`config.mk`:
```
export PLATFORM = sky130hd
export DESIGN_NAME = axis_width_down
export DESIGN_NICKNAME = d
export VERILOG_FILES = /design/src/rtl/axis_pkg.sv /design/src/rtl/axis_keep_scan.sv /design/src/rtl/axis_width_down.sv
export SDC_FILE = /design/constraint.sdc
export NUM_CORES = 1
export LEC_CHECK = 0
export CORE_ASPECT_RATIO = 1.25
export CORE_MARGIN = 2
export CORE_UTILIZATION = 55
export DETAILED_ROUTE_END_ITERATION = 12
export DONT_BUFFER_PORTS = 1
export GPL_ROUTABILITY_DRIVEN = 0
export PLACE_DENSITY = 0.82
export SYNTH_ARGS = -nofsm -noshare
export SYNTH_HDL_FRONTEND = slang
export SYNTH_SLANG_ARGS = --single-unit
export TNS_END_PERCENT = 1
```
`constraint.sdc`:
```
create_clock -name clk -period 2.2 [get_ports clk]
set_clock_uncertainty 0.15 [all_clocks]
set_input_delay 0.44 -clock clk [delete_from_list [all_inputs] [get_ports clk]]
set_output_delay 0.44 -clock clk [all_outputs]
set_load 0.005 [all_outputs]
```
`src/rtl/axis_pkg.sv`:
```
// Shared AXI-Stream helpers used by the width converters.
// Byte-lane search over a tkeep vector of up to MAX_BYTES lanes.
package axis_pkg;

  localparam int BYTE_W    = 8;
  localparam int MAX_BYTES = 64;
  localparam int IDX_W     = 7;

  typedef struct packed {
    logic             found;
    logic [IDX_W-1:0] index;
  } keep_hit_t;

  // Lowest set keep lane at or above 'from'.
  function automatic keep_hit_t keep_lowest(
    input logic [MAX_BYTES-1:0] keep,
    input logic [IDX_W-1:0]     from
  );
    keep_hit_t r;
    r = '0;
    for (int i = MAX_BYTES - 1; i >= 0; i--) begin
      if (keep[i] && (i >= int'(from))) begin
        r.found = 1'b1;
        r.index = IDX_W'(i);
      end
    end
    return r;
  endfunction

endpackage

```
`src/rtl/axis_keep_scan.sv`:
```
// Finds the next kept byte lane above the current pointer.
// last_byte_o is high when no kept lane remains above ptr_i.
module axis_keep_scan
  import axis_pkg::*;
#(
  parameter int BYTES = 4,
  parameter int PTR_W = 2
) (
  input  logic [BYTES-1:0] keep_i,
  input  logic [PTR_W-1:0] ptr_i,
  output logic [PTR_W-1:0] nxt_o,
  output logic             last_byte_o
);

  logic [MAX_BYTES-1:0] keep_ext;
  logic [IDX_W-1:0]     from;
  keep_hit_t            hit;

  assign keep_ext = MAX_BYTES'(keep_i);
  assign from     = IDX_W'(ptr_i) + IDX_W'(1);
  assign hit      = keep_lowest(keep_ext, from);

  assign last_byte_o = !hit.found ||
                       (hit.index >= IDX_W'(BYTES));
  assign nxt_o       = hit.index[PTR_W-1:0];

endmodule

```
`src/rtl/axis_width_down.sv`:
```
// Wide-to-byte AXI-Stream converter with a one-beat holding register.
// Null bytes are skipped; an all-null tlast beat raises drop_err.
module axis_width_down
  import axis_pkg::*;
#(
  parameter int TDATA_WIDTH = 32,
  parameter int TUSER_WIDTH = 1
) (
  input  logic                     clk,
  input  logic                     rst,
  input  logic                     s_axis_tvalid,
  output logic                     s_axis_tready,
  input  logic [TDATA_WIDTH-1:0]   s_axis_tdata,
  input  logic [TDATA_WIDTH/8-1:0] s_axis_tkeep,
  input  logic                     s_axis_tlast,
  input  logic [TUSER_WIDTH-1:0]   s_axis_tuser,
  output logic                     m_axis_tvalid,
  input  logic                     m_axis_tready,
  output logic [7:0]               m_axis_tdata,
  output logic                     m_axis_tlast,
  output logic [TUSER_WIDTH-1:0]   m_axis_tuser,
  output logic                     drop_err
);

  localparam int BYTES = TDATA_WIDTH / BYTE_W;
  localparam int PTR_W = $clog2(BYTES);

  logic                   full_q, full_d;
  logic [TDATA_WIDTH-1:0] data_q, data_d;
  logic [BYTES-1:0]       keep_q, keep_d;
  logic                   last_q, last_d;
  logic [TUSER_WIDTH-1:0] user_q, user_d;
  logic [PTR_W-1:0]       ptr_q, ptr_d;
  logic                   drop_q, drop_d;

  logic [PTR_W-1:0] nxt;
  logic             last_byte;
  keep_hit_t        first_hit;
  logic             keep_any;
  logic             acc;
  logic             xfer;
  logic [7:0]       byte_sel;

  axis_keep_scan #(
    .BYTES (BYTES),
    .PTR_W (PTR_W)
  ) u_scan (
    .keep_i      (keep_q),
    .ptr_i       (ptr_q),
    .nxt_o       (nxt),
    .last_byte_o (last_byte)
  );

  assign first_hit = keep_lowest(MAX_BYTES'(s_axis_tkeep), '0);
  assign keep_any  = first_hit.found &&
                     (first_hit.index < IDX_W'(BYTES));

  assign s_axis_tready = !rst &&
                         (!full_q || (m_axis_tready && last_byte));
  assign acc  = s_axis_tvalid && s_axis_tready;
  assign xfer = full_q && m_axis_tready;

  always_comb begin
    byte_sel = '0;
    for (int i = 0; i < BYTES; i++) begin
      if (ptr_q == PTR_W'(i)) byte_sel = data_q[i*BYTE_W +: BYTE_W];
    end
  end

  assign m_axis_tvalid = full_q;
  assign m_axis_tdata  = byte_sel;
  assign m_axis_tlast  = full_q && last_byte && last_q;
  assign m_axis_tuser  = m_axis_tlast ? user_q : '0;
  assign drop_err      = drop_q;

  always_comb begin
    full_d = full_q;
    data_d = data_q;
    keep_d = keep_q;
    last_d = last_q;
    user_d = user_q;
    ptr_d  = ptr_q;
    drop_d = 1'b0;
    if (xfer) begin
      if (last_byte) full_d = 1'b0;
      else           ptr_d  = nxt;
    end
    // A reload here overrides the drain above: no bubble between beats.
    if (acc) begin
      if (keep_any) begin
        full_d = 1'b1;
        data_d = s_axis_tdata;
        keep_d = s_axis_tkeep;
        last_d = s_axis_tlast;
        user_d = s_axis_tuser;
        ptr_d  = first_hit.index[PTR_W-1:0];
      end else begin
        drop_d = s_axis_tlast;
      end
    end
  end

  always_ff @(posedge clk or posedge rst) begin
    if (rst) begin
      full_q <= 1'b0;
      data_q <= '0;
      keep_q <= '0;
      last_q <= 1'b0;
      user_q <= '0;
      ptr_q  <= '0;
      drop_q <= 1'b0;
    end else begin
      full_q <= full_d;
      data_q <= data_d;
      keep_q <= keep_d;
      last_q <= last_d;
      user_q <= user_d;
      ptr_q  <= ptr_d;
      drop_q <= drop_d;
    end
  end

endmodule

```
Word level (Yosys, flattened, before mapping)
Index checks and enable logic that the tools add are counted.
Storage, ports and cells
  bits in registers: 42
  bits in latches: 0
  bits in writable memories: 0
  bits in read-only memories: 0
  output and inout bits: 13
  word-level logic and storage cells: 58
  memories kept: 0
Operators by class
  add/sub/neg operators: 1
  multiply operators: 0
  divide/modulo/power cells: 0
  $lt $le $gt $ge: 6
  equality and inequality tests: 3
  shift operators: 0
  mux-type cells: 23
  bitwise gates (word level): 0
  reductions and logical operators: 18
Operators with widths (count)
  8-bit two-way mux: 12
  1-bit by 7-bit >= comparator with 1-bit output, first input constant: 2
  2-bit by 7-bit >= comparator with 1-bit output, first input constant: 2
  1-bit logical AND: 11
  2-bit two-way mux: 4
  7-bit by 3-bit >= comparator with 1-bit output, second input constant: 1
  7-bit by 3-bit less-than comparator with 1-bit output, second input constant: 1
  1-bit two-way mux: 7
  2-bit == test, second input constant: 2
  2-bit by 1-bit adder with 3-bit output, second input constant: 1
  1-bit zero test: 3
  2-bit by 1-bit == test with 1-bit output, second input constant: 1
  2-bit zero test: 1
  1-bit logical OR: 2
  2-bit AND reduction: 1

Logic depth before layout (Yosys ltp)
  word-level depth: 14
  mapped depth: 7

By module
From an unflattened synthesis, not the netlist that was laid out.
Second synthesis, totals
  cell total of the unflattened synthesis: 128
  area, all modules: 2048.2 um^2
Modules (own cells, without submodules)
  axis_width_down: times used 1, cells an instance 118, area an instance 1991.9 um^2, sequential area each 1051.0 um^2
  axis_keep_scan: times used 1, cells an instance 10, area an instance 56.3 um^2, sequential area each 0.0 um^2

Least setup slack after synthesis
No wires, ideal clock.
  kind: input to output
  from: input rst
  to: output s_axis_tready
  arrival time: 1.564 ns
  slack: 0.046 ns
  cell stages on the path: 2
  path buffers: 0
  cells stage by stage: inv_1 > and2_1
Between the ends
  cells in the longest elaborated chain, start to end: 2
RTL lines
  start: declaration: RTL line axis_width_down.sv:10  | input logic rst,
  1-bit zero test (no source line)
  1-bit logical AND: RTL line axis_width_down.sv:58  | assign s_axis_tready = !rst &&
  end: declaration: RTL line axis_width_down.sv:12  | output logic s_axis_tready,
No other way between the ends.

Final worst setup path
  from: register ptr_q[0]
  to: output m_axis_tdata[1]
Between the ends
  cells in the longest elaborated chain, start to end: 5
  elaborated cells between the ends (all ways): 8
  classes of those cells: eq/ne (3); mux (4); reduce/logical (1)
RTL lines
  start: declaration: RTL line axis_width_down.sv:33  | logic [PTR_W-1:0] ptr_q, ptr_d;
  start signal: assignment: RTL line axis_width_down.sv:118  | ptr_q <= ptr_d;
  2-bit zero test: RTL line axis_width_down.sv:66  | if (ptr_q == PTR_W'(i)) byte_sel = data_q[i*BYTE_W +: BYTE_W];
  8-bit two-way mux (3 in a row): RTL line axis_width_down.sv:66
  8-bit two-way mux (*): RTL line axis_width_down.sv:66
  end: declaration: RTL line axis_width_down.sv:19  | output logic [7:0] m_axis_tdata,
Every way passes the cells marked *; elsewhere a longest branch is shown, timed or not.

==> impl_metrics.ini <==
[outcome]
status = complete, no violations

[timing]
tns_ns = 0
max_slew_margin = 0.665
fin_crit_ns = 2.07
tightest_slew_ns = 0.503
max_freq_mhz = 482
rsz0062_at_grt = no
setup_violations = 0
hold_ws_ns = 0.0238
slew_viol_final = 0
finalHoldViolCount = 0
fin_crit_sh = 0.942

[power_and_ir_drop]
p_leak_uw = 0.000889
ir_drop_v = 0.000880
power.density_mw_per_mm2 = 1430
power_uw = 2940

[final_layout]
final_cell_mix = 41 x dfrtp_1, 29 x mux2_2, 8 x mux4_2, 7 x buf_4
final_core_util = 0.631
drive_gt1_frac = 0.437
layout_commonest_cell = dfrtp_1
diodes = 0
fill_cells = 248
fin_nets = 176
area_growth_pct = 9.04

[clocking]
htreeDepth = 2
cts-root-to-sink-buffers = 2
insertion_delay_ns = 0.29
cts_sinks = 41
cts.clk_slew.worst_paths_ns = 0.07
cts_root_buf = clkbuf_8
cts_buffers = 5
cts_tree = built

[setup_path]
path_class = flip-flop to output pin
r2r_cells = 6
cp.required_ns = 1.61
rr_startpoint = ptr_q[0]
worstReg2RegEnd = data_q[10]
crit_arrival_ns = 1.48
crit_start = ptr_q[0]
r2r_slack_ns = 0.17
cp-end-kind = output pin
cp_max_fo = 8
start_kind = flip-flop

[global_routing]
grt_max_degree = 42
grt_pass1_vias = 1174
grt_pass1_wl_mm = 5.81
overflow = 0
antenna_found_initial = 1
track_usage = 0.201

[floorplanning]
die-area_sq_mm = 0.00391
initial_utilization = 0.579
die_x_microns = 56.3
row_count = 23
design.core.area_sq_mm = 0.00325
io_pins = 55
die_height_microns = 69.4

[logic_synthesis]
syn-num-nets = 167
synthCells = 125
synth_enable_flop_cells = 0
ys_seq_elements = 41
netlist.area_leader.share = 0.545
synth-main-ff-cell = dfrtp_1
ys_types = 31
avgSynthCellArea_sq_um = 15.1
yosysWarnings = 0
synthArstFlopShare = 1.00
yosys.area.top_type = dfrtp_1
synthesis.area_sq_mm = 0.00188
yosysSeqAreaShare = 0.545
synthTopCellsByArea = dfrtp_1 54%, mux2_2 17%, mux4_2 9.6%, mux2_4 4.0%, a2111oi_4 1.5%

[placed_design]
port_buffers = 0
place_hpwl_mm = 2.48

[detailed_routing]
routedWlPerCell_microns = 19.8
drt_iter0_drc = 18
route.detailed.drc = 0
vias = 1077
ant_nets = 0
drt-vias-per-instance = 6.26
drtPass1Iterations = 6
wl_mm = 3.40

[worst_hold_path]
worst_hold_path_type = input port to asynchronous set/reset pin

[job]
cap_violations = 0
metal layers:
| metal | global-route usage | part of all wire | vias up |
|---|---|---|---|
| met2 | 0.312 | 0.52 | 44 |
| met4 | 0.0714 | 0.016 | 0 |
| met1 | 0.246 | 0.38 | 551 |
| met3 | 0.0914 | 0.087 | 6 |
| li1 | - | - | 476 |
| met5 | 0 | 0 | - |
cell type report:
class,instances,area [sq um],area share
Timing Repair Buffer,8,72.6,0.0353
Sequential cell,41,1030,0.500
Tap cell,37,46.3,0.0225
Clock buffer,8,80.1,0.0390
Inverter,4,15.0,0.00731
Multi-Input combinational cell,74,813,0.396
how the worst max path moves through the flow:
stage,end,slack [ns],cells after the start
finish,m_axis_tdata[1],0.13,2
global route,s_axis_tready,0.02,4
CTS,s_axis_tready,0.01,4
detailed placement,user_q,0.1,6
global placement,user_q,0.19,6
floorplan,s_axis_tready,0.05,2
timing repair:
item,CTS,global route
hold buffers,0,0
setup endpoints to repair,0,15
buffers inserted,0,0
gates resized for setup,0,2
registers in the layout, summed over array words and instances (netlist names):
| signal | count |
|---|---|
| data_q | 32 |
| keep_q | 3 |
| ptr_q | 2 |
| drop_err | 1 |
| last_q | 1 |
| m_axis_tvalid | 1 |
| user_q | 1 |
Yosys cell counts (2+ instances only):
library cell / n
nor2b_1: 2
nor2_1: 2
o21a_1: 2
a22o_1: 3
a21oi_1: 2
o21ai_0: 2
inv_1: 4
mux2_4: 5
nand2b_1: 2
mux2_2: 29
mux4_2: 8
nand2_1: 2
dfrtp_1: 41
and2_1: 2
buf_2: 2
nor3_1: 2
cell families (layout without fill, tap and decap cells):
logic type	count (synthesis)	after routing	synth area share
AOI/OAI and AO/OA	16	16	0.0718
buffers and inverters	10	20	0.0272
and+or+nand+nor	16	16	0.0472
muxes	42	42	0.309
DFF	41	41	0.545
power by group:
group | internal (uW) | switching [uW] | leakage, uW
clock network | 225 | 232 | 0.0000395
registers | 1130 | 206 | 0.000487
logic | 699 | 446 | 0.000362
worst max-delay path: stages, from the launching register on:
cell and delay (ns):
dfrtp_1 0.43, buf_4 0.23, mux4_2 0.53
metrics by stage:
stage	area [sq um]	setup slack [ns]	std cells
floorplan	1880	0.0456	125
CTS	2050	0.0132	172
global placement	1970	0.191	164
detailed placement	1970	0.0990	164
global route	2050	0.0179	172
finish	2050	0.127	172
Power figures use the tool's default switching activity.
